File: src/rtl/ex_stage.sv
// ex_stage -- execute stage fed by the ID/EX pipeline register.
//
// Computes the ALU result for LOGIC / SHIFT / ARITH ops combinationally and
// runs DIV/DIVU/REM/REMU on an iterative restoring divider that produces one
// quotient bit per cycle. While the divider is busy, stall_req_o holds
// ID/EX and everything upstream of it.
//
// Optional feature: define EX_MUL_EN to enable MUL (aluop 0x0C, class ARITH).
// Without it, 0x0C is an unknown op and no multiplier is built.
//
// Ports:
//   clk, rst              clock, synchronous active-high reset
//   flush_i               kill the in-flight instruction
//   aluop_i, alusel_i     operation code / operation class
//   oprand1_i, oprand2_i  source operands
//   reg_write_*_i         writeback controls from decode
//   mem_valid_i, mem_rw_i memory controls from decode
//   reg_write_*_o         result and gated writeback controls
//   mem_valid_o, mem_rw_o gated memory request / forwarded direction
//   mem_addr_o            oprand1_i + oprand2_i
//   stall_req_o           divider busy, hold upstream
module ex_stage #(
    parameter int XLEN      = 64,
    parameter int DIV_CNT_W = 7
) (
    input  logic            clk,
    input  logic            rst,
    input  logic            flush_i,
    input  logic [7:0]      aluop_i,
    input  logic [3:0]      alusel_i,
    input  logic [XLEN-1:0] oprand1_i,
    input  logic [XLEN-1:0] oprand2_i,
    input  logic [4:0]      reg_write_addr_i,
    input  logic            reg_write_enable_i,
    input  logic            mem_valid_i,
    input  logic            mem_rw_i,
    output logic [XLEN-1:0] reg_write_data_o,
    output logic [4:0]      reg_write_addr_o,
    output logic            reg_write_enable_o,
    output logic            mem_valid_o,
    output logic            mem_rw_o,
    output logic [XLEN-1:0] mem_addr_o,
    output logic            stall_req_o
);
    localparam logic [3:0] SEL_NOP = 4'd0, SEL_LOGIC = 4'd1, SEL_SHIFT = 4'd2,
                           SEL_ARITH = 4'd3, SEL_DIV = 4'd4, SEL_MEM = 4'd5;
    localparam logic [7:0] OP_AND = 8'h01, OP_OR = 8'h02, OP_XOR = 8'h03,
                           OP_SLL = 8'h04, OP_SRL = 8'h05, OP_SRA = 8'h06,
                           OP_ADD = 8'h07, OP_SUB = 8'h08, OP_SLT = 8'h09,
                           OP_SLTU = 8'h0A, OP_MUL = 8'h0C, OP_DIV = 8'h10,
                           OP_DIVU = 8'h11, OP_REM = 8'h12, OP_REMU = 8'h13;
    localparam logic [XLEN-1:0]      MIN_NEG  = {1'b1, {(XLEN-1){1'b0}}};
    localparam logic [DIV_CNT_W-1:0] CNT_LAST = DIV_CNT_W'(XLEN-1);

    typedef enum logic [1:0] {S_IDLE, S_CALC, S_DONE} div_state_t;

    div_state_t           state, state_nx;
    logic [DIV_CNT_W-1:0] cnt;
    logic [XLEN-1:0]      dq;     // dividend shifting out / quotient shifting in
    logic [XLEN-1:0]      dr;     // partial remainder
    logic [XLEN-1:0]      dd;     // divisor magnitude
    logic                 neg_q, neg_r, rem_sel;

    // ---------------- divider operand prep and one restoring step
    logic            is_div_op, div_signed, div_zero, div_ovf;
    logic [XLEN-1:0] op1_mag, op2_mag;
    logic [XLEN:0]   rem_sh, diff;
    logic [XLEN-1:0] q_next, r_next, div_res;

    assign is_div_op  = (alusel_i == SEL_DIV) &&
                        (aluop_i inside {OP_DIV, OP_DIVU, OP_REM, OP_REMU});
    assign div_signed = (aluop_i == OP_DIV) || (aluop_i == OP_REM);
    assign op1_mag    = (div_signed && oprand1_i[XLEN-1]) ? -oprand1_i : oprand1_i;
    assign op2_mag    = (div_signed && oprand2_i[XLEN-1]) ? -oprand2_i : oprand2_i;
    assign div_zero   = (oprand2_i == '0);
    assign div_ovf    = div_signed && (oprand1_i == MIN_NEG) && (oprand2_i == '1);

    // One extra bit keeps the shifted remainder exact: it is always < 2*divisor.
    assign rem_sh  = {dr, dq[XLEN-1]};
    assign diff    = rem_sh - {1'b0, dd};
    assign q_next  = {dq[XLEN-2:0], ~diff[XLEN]};
    assign r_next  = diff[XLEN] ? rem_sh[XLEN-1:0] : diff[XLEN-1:0];
    assign div_res = rem_sel ? (neg_r ? -dr : dr) : (neg_q ? -dq : dq);

    always_ff @(posedge clk) begin
        if (rst) begin
            state   <= S_IDLE;
            cnt     <= '0;
            dq      <= '0;
            dr      <= '0;
            dd      <= '0;
            neg_q   <= 1'b0;
            neg_r   <= 1'b0;
            rem_sel <= 1'b0;
        end else begin
            state <= state_nx;
            case (state)
                S_IDLE: if (is_div_op && !flush_i) begin
                    rem_sel <= (aluop_i == OP_REM) || (aluop_i == OP_REMU);
                    cnt     <= '0;
                    dd      <= op2_mag;
                    // Special cases load final values directly, no sign fix-up.
                    if (div_zero) begin
                        dq    <= '1;
                        dr    <= oprand1_i;
                        neg_q <= 1'b0;
                        neg_r <= 1'b0;
                    end else if (div_ovf) begin
                        dq    <= oprand1_i;
                        dr    <= '0;
                        neg_q <= 1'b0;
                        neg_r <= 1'b0;
                    end else begin
                        dq    <= op1_mag;
                        dr    <= '0;
                        neg_q <= div_signed && (oprand1_i[XLEN-1] ^ oprand2_i[XLEN-1]);
                        neg_r <= div_signed && oprand1_i[XLEN-1];
                    end
                end
                S_CALC: if (!flush_i) begin
                    dq  <= q_next;
                    dr  <= r_next;
                    cnt <= cnt + 1'b1;
                end
                default: ;
            endcase
        end
    end

    // ---------------- next state, ALU result and output gating
    logic [XLEN-1:0] result;
    logic            op_valid, stall;

    always_comb begin
        state_nx = state;
        stall    = 1'b0;
        result   = '0;
        op_valid = 1'b0;

        case (state)
            S_IDLE: if (is_div_op) begin
                stall    = 1'b1;
                state_nx = (div_zero || div_ovf) ? S_DONE : S_CALC;
            end
            S_CALC: begin
                stall = 1'b1;
                if (cnt == CNT_LAST) state_nx = S_DONE;
            end
            default: state_nx = S_IDLE;
        endcase

        case (alusel_i)
            SEL_NOP, SEL_MEM: op_valid = 1'b1;
            SEL_LOGIC: begin
                op_valid = 1'b1;
                case (aluop_i)
                    OP_AND:  result = oprand1_i & oprand2_i;
                    OP_OR:   result = oprand1_i | oprand2_i;
                    OP_XOR:  result = oprand1_i ^ oprand2_i;
                    default: op_valid = 1'b0;
                endcase
            end
            SEL_SHIFT: begin
                op_valid = 1'b1;
                case (aluop_i)
                    OP_SLL:  result = oprand1_i << oprand2_i[5:0];
                    OP_SRL:  result = oprand1_i >> oprand2_i[5:0];
                    OP_SRA:  result = $unsigned($signed(oprand1_i) >>> oprand2_i[5:0]);
                    default: op_valid = 1'b0;
                endcase
            end
            SEL_ARITH: begin
                op_valid = 1'b1;
                case (aluop_i)
                    OP_ADD:  result = oprand1_i + oprand2_i;
                    OP_SUB:  result = oprand1_i - oprand2_i;
                    OP_SLT:  result = {{(XLEN-1){1'b0}}, $signed(oprand1_i) < $signed(oprand2_i)};
                    OP_SLTU: result = {{(XLEN-1){1'b0}}, oprand1_i < oprand2_i};
`ifdef EX_MUL_EN
                    OP_MUL:  result = oprand1_i * oprand2_i;
`endif
                    default: op_valid = 1'b0;
                endcase
            end
            SEL_DIV: if (is_div_op && state == S_DONE) begin
                op_valid = 1'b1;
                result   = div_res;
            end
            default: op_valid = 1'b0;
        endcase

        // A flush wins over any divider progress and drops the stall.
        if (flush_i) begin
            state_nx = S_IDLE;
            stall    = 1'b0;
        end
    end

    assign reg_write_data_o   = rst ? '0 : result;
    assign reg_write_addr_o   = rst ? '0 : reg_write_addr_i;
    assign mem_rw_o           = !rst && mem_rw_i;
    assign mem_addr_o         = rst ? '0 : oprand1_i + oprand2_i;
    assign stall_req_o        = !rst && stall;
    assign reg_write_enable_o = !rst && !flush_i && !stall && op_valid && reg_write_enable_i;
    assign mem_valid_o        = !rst && !flush_i && !stall && op_valid && mem_valid_i;

endmodule

File: config.mk
export PLATFORM = sky130hd
export DESIGN_NAME = ex_stage
export DESIGN_NICKNAME = d
export VERILOG_FILES = /design/src/rtl/ex_stage.sv
export SDC_FILE = /design/constraint.sdc
export NUM_CORES = 2
export LEC_CHECK = 0
export CORE_MARGIN = 2
export CORE_UTILIZATION = 40
export DETAILED_ROUTE_END_ITERATION = 8
export MAX_ROUTING_LAYER = met4
export PLACE_DENSITY = 0.57
export SLEW_MARGIN = 20
export SYNTH_ARGS = -nofsm -noshare
export SYNTH_HDL_FRONTEND = slang
export SYNTH_SLANG_ARGS = --single-unit
File: constraint.sdc
create_clock -name clk -period 9 [get_ports clk]
set_clock_uncertainty 0.1 [all_clocks]
set_input_delay 0.9 -clock clk [delete_from_list [all_inputs] [get_ports clk]]
set_output_delay 0.9 -clock clk [all_outputs]
set_load 0.01 [all_outputs]
==> impl_metrics.ini <==
[clock_tree]
cts_root_buf = clkbuf_16
cts_resized = 0
clock_sinks = 204
clk_path_buf_depth = 3
htree_levels = 1
cts_tree = built
clock_latency_ns = 0.53
clk_transition_reported_paths_ns = 0.06
cts-buffers-inserted = 21
cts_hold_buffers = 0
cts_setup_buffers = 0

[sta]
hold_viol_final = 0
rsz0062_at_grt = no
period_needed_ns = 8.08
finalSetupViolations = 0
finalSetupTns_ns = 0
fin_crit_sh_pct = 89.8
worst_slack_ns = 0.917
worst_pin_slew_ns = 1.36
finalMaxSlewViolations = 0
max_freq_ghz = 0.124
relSlewSlack_pct = 9.51

[drt]
vias_per_cell = 6.98
drt_iter0_markers = 8473
drtAntennaViolNets = 0
drc_errors = 0
wirelength_mm = 251
wl_per_cell_um = 34.9
via_count = 50291
drt_first_pass_iters = 7

[power]
p_leak_nw = 16.9
max-vdd-ir-drop_uv = 166
p_total_mw = 3.91
p_per_area_nw_per_um2 = 87.7

[yosys]
ys_seq_area_share_pct = 10.2
synth_area_um2 = 40100
ys_ff_latch = 204
synthArstFlopShare_pct = 0
synth.most_common_cell = a21oi_1
yosysWarningCount = 0
syn_inst = 5937
synth_top_cell_by_area = dfxtp_1
syn_avg_cell_area_um2 = 6.75
ys_types = 86
synth_enable_flop_cells = 0
synth_ff_type = dfxtp_1
synthTopCellsByCount = 637 x a21oi_1, 615 x nor2_1, 537 x nand2_1, 427 x clkbuf_1, 427 x o21ai_0
synth_top_area_share_pct = 10.2
syn_nets = 6354
synth.area.top_cells = dfxtp_1 10%, ha_1 8.2%, a21oi_1 8.0%

[finish]
num-nets-final = 6292
drive_above_1_share_pct = 7.37
fill_cells = 10597
ff_latch_area_um2 = 4090
area_delta_synth_final_pct = 11.3
multiInputGateArea_um2 = 33000
final_util_pct = 44.7

[grt]
grt_pass1_wl_mm = 347
antenna_found_initial = 25
grt_pass1_vias = 45135
grt_usage_pct = 48.0
grt_start_max_net_pins = 132
overflow = 0

[critical_path]
worstPathArrival_ns = 7.08
critPathLaunchType = input port
end_kind = output port
cp_data_required_time_ns = 8.00
path_max_fanout = 6
path_class = in -> out

[placed_design]
port_buffers = 287
pre_cts_slack_ns = 1.14
globalplace.congestion = 1.11
dp_hpwl_mm = 199

[outcome]
status = finished, final reports clean

[die]
ios = 288
dieArea_um2 = 103000
die-width_um = 320
core_area_um2 = 99700
fp.dieH_um = 320
num_rows = 116
initial_core_util_pct = 40.2

[min_path]
hp-class = reg -> reg

[job]
max_cap_violations = 0
==> per-layer routing <==
layer,global-route usage (%),vias up,routed length (um)
li1,-,21702,-
met1,66.0,24506,106000
met2,61.9,3592,95700
met3,17.2,491,36900
met4,20.2,0,12800
met5,-,-,0
==> worst paths after layout <==
check / startpoint / to / slack [ns] / depth (start not counted)
worst min register to register: dd[0] / dd[0] / 0.38 / 2
worst max register to register: dq[63] / dr[59] / 3.05 / 16
worst max-delay path: oprand1_i[1] / reg_write_data_o[63] / 0.92 / 17
worst min-delay path: dd[0] / dd[0] / 0.38 / 2
==> state kept, by name, indices dropped and copies added (netlist names) <==
name,cells
rem_sel,1
dq,64
dd,64
state,2
neg_q,1
cnt,7
dr,64
neg_r,1
==> critical path, stage by stage <==
cell and delay [ns]:
clkdlybuf4s50_1 0.79, inv_1 0.18, ha_1 0.38, o21ba_2 0.24, nor4_1 0.30, o31ai_1 0.20
buf_4 0.19, nor3_1 0.31, o211ai_1 0.33, o21ai_0 0.73, a31oi_1 0.37, o31a_1 0.42
o31a_1 0.33, o41ai_1 0.44, mux2i_1 0.14, o21ai_1 0.18, clkdlybuf4s50_1 0.64
==> placed cells by master (no fill, tap or decap), types with 67 or more instances in the layout <==
cell type / Yosys / routed
xor2_1: 72 / 71
nor3_1: 126 / 120
o31ai_1: 95 / 95
nand4_1: 76 / 76
buf_4: 3 / 150
a211oi_1: 110 / 108
o221ai_1: 93 / 93
dfxtp_1: 204 / 201
mux4_2: 67 / 67
mux2i_1: 148 / 148
ha_1: 263 / 263
nor2_1: 615 / 613
o22ai_1: 168 / 168
nand2_1: 537 / 535
a21oi_1: 637 / 636
xnor2_1: 312 / 312
clkdlybuf4s50_1: 0 / 278
o211ai_1: 72 / 72
nand3_1: 88 / 86
a221oi_1: 79 / 79
o21ai_0: 427 / 427
inv_1: 303 / 301
mux2_2: 98 / 98
==> through the flow <==
stage	hold slack (ns)	std cells	cell area, um2
after CTS	0.382	7187	44500
after detailed placement	0.371	7150	43900
after floorplan	0.329	5937	40100
final	0.379	7209	44600
after global placement	0.347	7150	43800
after global routing	0.401	7203	44600
==> power by group <==
group / switching (mW) / leakage (nW) / internal, mW
Sequential: 0.000781 / 1.64 / 0.902
Clock: 0.408 / 0.333 / 0.496
Combinational: 1.42 / 14.9 / 0.685
==> layout make-up <==
class	instances	share of cell area [%]
multi-input cells	4903	73.9
well taps	1298	3.64
inverters	310	2.61
flip-flops and latches	204	9.17
diodes	22	0.123
clock inverters	7	0.160
clock buffers	30	1.34
repair buffers	435	9.03
==> logic make-up (layout without fill, tap and decap cells) <==
logic type	count (synthesis)	in the layout	synth area share, %
muxes	313	313	10.2
and+or+nand+nor	1819	1819	21.1
AOI/OAI and AO/OA	2121	2121	33.8
xor gates and xnor gates	384	384	8.39
buffers and inverters	830	782	7.92
DFF	204	204	10.2
other	0	22	0
adders and majority gates	266	266	8.36
(Power assumes the default switching activity.)
